$ cat src/rtl/key_conditioner_pkg.sv
// Shared widths and codes for the key conditioner and the play-mode block it feeds.
// The note priority helper lives here so both sides agree on the encoding.
package key_conditioner_pkg;

  localparam int CLOCK_BITS      = 32;
  localparam int NOTE_KEY_BITS   = 3;
  localparam int LENGTH_KEY_BITS = 4;
  localparam int NUM_NOTES       = 7;

  localparam logic [NOTE_KEY_BITS-1:0] NO_NOTE = 3'd7;

  // Lowest pressed index wins; NO_NOTE when nothing is held.
  function automatic logic [NOTE_KEY_BITS-1:0] lowest_note(input logic [NUM_NOTES-1:0] keys);
    lowest_note = NO_NOTE;
    for (int i = NUM_NOTES - 1; i >= 0; i--) begin
      if (keys[i]) lowest_note = NOTE_KEY_BITS'(i);
    end
  endfunction

endpackage

$ cat src/rtl/key_conditioner_debounce_cell.sv
// One button input: two-flop synchroniser followed by a hold-time debouncer.
// The accepted level only moves after the new value has been seen for DEB_CYCLES cycles.
module key_conditioner_debounce_cell
  import key_conditioner_pkg::*;
#(
  parameter int DEB_CYCLES = 2_000_000
) (
  input  logic clk,
  input  logic rst_n,
  input  logic raw,
  output logic level
);

  localparam int CNT_W = $clog2(DEB_CYCLES);

  logic             sync_a;
  logic             sync_b;
  logic [CNT_W-1:0] cnt;

  always_ff @(posedge clk or negedge rst_n) begin
    if (!rst_n) begin
      sync_a <= 1'b0;
      sync_b <= 1'b0;
      cnt    <= '0;
      level  <= 1'b0;
    end else begin
      sync_a <= raw;
      sync_b <= sync_a;
      // Any return to the accepted level restarts the hold window.
      if (sync_b == level) begin
        cnt <= '0;
      end else if (cnt == CNT_W'(DEB_CYCLES - 1)) begin
        level <= sync_b;
        cnt   <= '0;
      end else begin
        cnt <= cnt + CNT_W'(1);
      end
    end
  end

endmodule

$ cat src/rtl/key_conditioner.sv
// Button front end: debounces all raw inputs, encodes note/length/octave/hit for the
// play-mode block and runs the en-gated system_clock tick timestamp.
module key_conditioner #(
  parameter int CLK_HZ      = 100_000_000,
  parameter int DEB_CYCLES  = CLK_HZ / 50,
  parameter int TICK_CYCLES = CLK_HZ / 1000,
  parameter int CLOCK_BITS  = key_conditioner_pkg::CLOCK_BITS,
  parameter int NUM_LEN     = key_conditioner_pkg::LENGTH_KEY_BITS
) (
  input  logic                  clk,
  input  logic                  rst_n,
  input  logic                  en,
  input  logic [6:0]            note_btn,
  input  logic [NUM_LEN-1:0]    length_btn,
  input  logic                  oct_up_btn,
  input  logic                  oct_down_btn,
  input  logic                  hit_btn,
  output logic [2:0]            note_key,
  output logic [NUM_LEN-1:0]    length_key,
  output logic                  oct_up,
  output logic                  oct_down,
  output logic                  en_hit,
  output logic [CLOCK_BITS-1:0] system_clock
);
  import key_conditioner_pkg::*;

  localparam int NUM_RAW = NUM_NOTES + NUM_LEN + 3;
  localparam int UP_IDX  = NUM_NOTES + NUM_LEN;
  localparam int DN_IDX  = UP_IDX + 1;
  localparam int HIT_IDX = UP_IDX + 2;
  localparam int PRE_W   = $clog2(TICK_CYCLES);

  logic [NUM_RAW-1:0] raw_vec;
  logic [NUM_RAW-1:0] deb;
  logic               up_d;
  logic               down_d;
  logic               up_rise;
  logic               down_rise;
  logic [PRE_W-1:0]   prescaler;

  assign raw_vec = {hit_btn, oct_down_btn, oct_up_btn, length_btn, note_btn};

  for (genvar i = 0; i < NUM_RAW; i++) begin : g_deb
    key_conditioner_debounce_cell #(
      .DEB_CYCLES(DEB_CYCLES)
    ) u_cell (
      .clk  (clk),
      .rst_n(rst_n),
      .raw  (raw_vec[i]),
      .level(deb[i])
    );
  end

  assign up_rise   = deb[UP_IDX] & ~up_d;
  assign down_rise = deb[DN_IDX] & ~down_d;

  // Edge history runs regardless of en, so an edge seen while disabled is consumed.
  always_ff @(posedge clk or negedge rst_n) begin
    if (!rst_n) begin
      note_key   <= NO_NOTE;
      length_key <= '0;
      en_hit     <= 1'b0;
      up_d       <= 1'b0;
      down_d     <= 1'b0;
      oct_up     <= 1'b0;
      oct_down   <= 1'b0;
    end else begin
      note_key   <= lowest_note(deb[NUM_NOTES-1:0]);
      length_key <= deb[NUM_NOTES +: NUM_LEN];
      en_hit     <= deb[HIT_IDX];
      up_d       <= deb[UP_IDX];
      down_d     <= deb[DN_IDX];
      oct_up     <= en & up_rise & ~down_rise;
      oct_down   <= en & down_rise & ~up_rise;
    end
  end

  // Timestamp saturates rather than wrapping so late hits never look early.
  always_ff @(posedge clk or negedge rst_n) begin
    if (!rst_n) begin
      prescaler    <= '0;
      system_clock <= '0;
    end else if (!en) begin
      prescaler    <= '0;
      system_clock <= '0;
    end else if (prescaler == PRE_W'(TICK_CYCLES - 1)) begin
      prescaler <= '0;
      if (system_clock != '1) system_clock <= system_clock + CLOCK_BITS'(1);
    end else begin
      prescaler <= prescaler + PRE_W'(1);
    end
  end

endmodule

$ cat config.mk
export PLATFORM = sky130hd
export DESIGN_NAME = key_conditioner
export DESIGN_NICKNAME = d
export VERILOG_FILES = /design/src/rtl/key_conditioner_pkg.sv /design/src/rtl/key_conditioner_debounce_cell.sv /design/src/rtl/key_conditioner.sv
export SDC_FILE = /design/constraint.sdc
export NUM_CORES = 1
export LEC_CHECK = 0
export CORE_MARGIN = 3
export CORE_UTILIZATION = 64
export CTS_BUF_LIST = sky130_fd_sc_hd__clkbuf_4 sky130_fd_sc_hd__clkbuf_8
export CTS_CLUSTER_SIZE = 25
export DETAILED_ROUTE_END_ITERATION = 12
export PLACE_DENSITY = 0.84
export SYNTH_ARGS = -nofsm -noshare
export SYNTH_HDL_FRONTEND = slang
export SYNTH_SLANG_ARGS = --single-unit
$ cat constraint.sdc
create_clock -name clk -period 3 [get_ports clk]
set_input_delay 0.3 -clock clk [delete_from_list [all_inputs] [get_ports clk]]
set_output_delay 0.3 -clock clk [all_outputs]
set_load 0.02 [all_outputs]
==> metrics <==
# DRC=0; Hold EP=g_deb[3].u_cell.sync_a; Largest delay share family, worst path=simple AND/OR/NAND/NOR gates; Clock Sinks=397; Seq cells post-synth=397; Req. time, crit path=3.49 ns; Setup violations, final=0; TritonCTS clock tree=done; chip height=around 180 um; Hold Crit Depth=1; Pre-antenna DRT Iters=6; Initial DRC Count=924; Initial Util=roughly two thirds; cts repair resizes=0; synthesized area per cell=~10 um2; Top FF cell, synth=dfrtp_1; slowest CP cell=nand4b_1; vias per cell=around 5.8; layout cell share with drive strength beyond 1=~8.1%; Seq/Total Area, Yosys=around 54%; final hold slack=between 0.15 and 0.2 ns; synthesis-to-finish area growth=13.2%; fin crit share=a little over four fifths; placer's final routability congestion estimate=0.854; YS warnings=0; clock buffers created by TritonCTS=66; crit-path max cell delay=about 0.57 ns; via count=13800; # diodes=0; Ports=59; final worst path period need=2.54 ns; Worst Tran Pin Value=roughly 0.83 ns; clk slew on worst S/H paths=about 0.060 ns; DIE AREA=31000 um2; R2R depth=5; total power=approximately 11 mW; Layout Skew=around 0.027 ns; Chip Width=about 180 um; RSZ-0062 raised after global routing=no; FMAX=393 MHz; Final HPWL DP=about 24000 um; post-synthesis cell type count=46; GRT overflow=0; Final Core Density=74.5%; Critical Path Fanout Max=11; Cell Chain, Critical Path=nand4bb_1 -> nand4b_1 -> or2_2 -> or4_1 -> a21oi_1; critical path type=reg -> reg; IO buf count=58; EDFF count, synth=0; arrival time at the worst endpoint=around 3.0 ns; hold crit path type=in -> reg; commonest non-fill, non-tap cell in the layout=dfrtp_1; clk buf depth=3; status=finished clean; max_cap viols=0; core area=around 28000 um2; FF-to-FF Start=prescaler[5]; CP endpoint kind=flip-flop; number of global-route vias before repair=13900; post-route ant nets=0; largest net degree at the start of global routing=92; final wirelength=around 36000 um; min-delay src=note_btn[3]; Worst R2R End=system_clock[3]; startpoint class of the critical path=flip-flop; global-route wire length before repair=63700 um; CTS root buf=clkbuf_8; Max Slew Vio Count=0; Final Hold Viols=0; Clk Latency, worst-skew pair=a little under 0.6 ns; TNS Setup=0 ns; placed insts=roughly 2300; post-CTS setup buffer count=0; CP bufs+invs=0; Final Non-Filler Cells=between 2000 and 2500; GRT Util Overall=between 20% and 30%; Avg WL per Cell=around 15 um; final net count=~2000; R2R setup slack=between 0.4 and 0.5 ns; Pwr Density=518 nW/um2; initial antenna violation count=0; ys async rst share=100%; Rel. slew slack=about 44%; # rows=between 60 and 70; syn_nets=between 1500 and 2000; synthesized cell area=18500 um2; # H-tree levels=3; hold_buf cts=1; most frequent cells in the layout=394 x dfrtp_1, 382 x nor2_1, 165 x xnor2_1; post-synthesis instance total=roughly 1900; VDD IR max=about 0.00044 V; Leakage=~8.8 nW
## flip-flops by register name (all words and copies together) (netlist names)
name and cells:
down_d 1, en_hit 1, g_deb.u_cell.cnt 294, g_deb.u_cell.level 14, g_deb.u_cell.sync_a 14, g_deb.u_cell.sync_b 14
length_key 4, note_key 3, oct_down 1, oct_up 1, prescaler 17, system_clock 32
up_d 1
## Yosys cell counts (14+ instances only)
master    number  share of area, %
xor2_1       135               6.4
nand2_1      111               2.2
nand3_1      131               3.5
nor4_1        49               1.7
and3_1        36               1.2
ha_1          16               1.1
and4_1        42               2.0
clkbuf_1      46              0.93
xnor2_1      165               7.8
mux2_2        15              0.91
nand4_1       77               2.6
nor4b_1       19              0.90
nor3_1        59               1.6
or2_2         14              0.47
o21ai_0       16              0.43
dfrtp_1      394                53
nor2_1       382               7.7
a21oi_1       20              0.54
inv_1         43              0.87
## worst max path at each step
stage                   from              end  slack, ns  cells after the start
5_1_grt         prescaler[5]  system_clock[3]       0.33                      5
2_1_floorplan  prescaler[13]  system_clock[5]       0.59                      6
4_1_cts        prescaler[13]  system_clock[5]       0.48                      6
6_report        prescaler[5]  system_clock[3]       0.46                      5
3_3_place_gp   prescaler[13]  system_clock[5]       0.47                      6
3_5_place_dp   prescaler[13]  system_clock[5]       0.47                      6
## per-stage QoR
stage	instance area [um2]	setup slack, ns
after floorplan	18500	0.590
after global placement	19500	0.471
after detailed placement	19500	0.472
after CTS	21000	0.478
after global routing	21000	0.329
final	21000	0.457
## logic make-up (layout without fill, tap and decap cells)
group                      after synthesis  count (layout)  share of synthesized area, %
DFF                                    397             397                          53.7
and+or+nand+nor                        987             987                          26.6
muxes                                   16              16                         0.966
adders and majority gates               16              16                          1.08
AOI/OAI and AO/OA                       51              51                          1.61
xor gates and xnor gates               300             300                          14.2
buffers and inverters                   91             227                          1.86
## layout make-up
class	instances	area [um2]
Clock buffer	109	1380
Clock inverter	7	67.6
Fill cell	1889	7200
Inverter	43	161
Multi-Input combinational cell	1370	8240
Sequential cell	397	9940
Tap cell	378	473
Timing Repair Buffer	68	713
## layer usage
metal  wire (um)  vias up  global-route usage, %
met5           0        -                      0
li1            -     6560                      -
met4         855        0                   8.38
met2       17600      332                   40.0
met1       16300     6782                   32.9
met3        1580       86                   3.91
## report_power, final
part           switching (mW)  internal [mW]  leakage (nW)
Clock                    2.09           2.97         0.758
Combinational           0.224         0.0922          2.56
Sequential             0.0652           5.43          5.44
(Power assumes the default switching activity.)
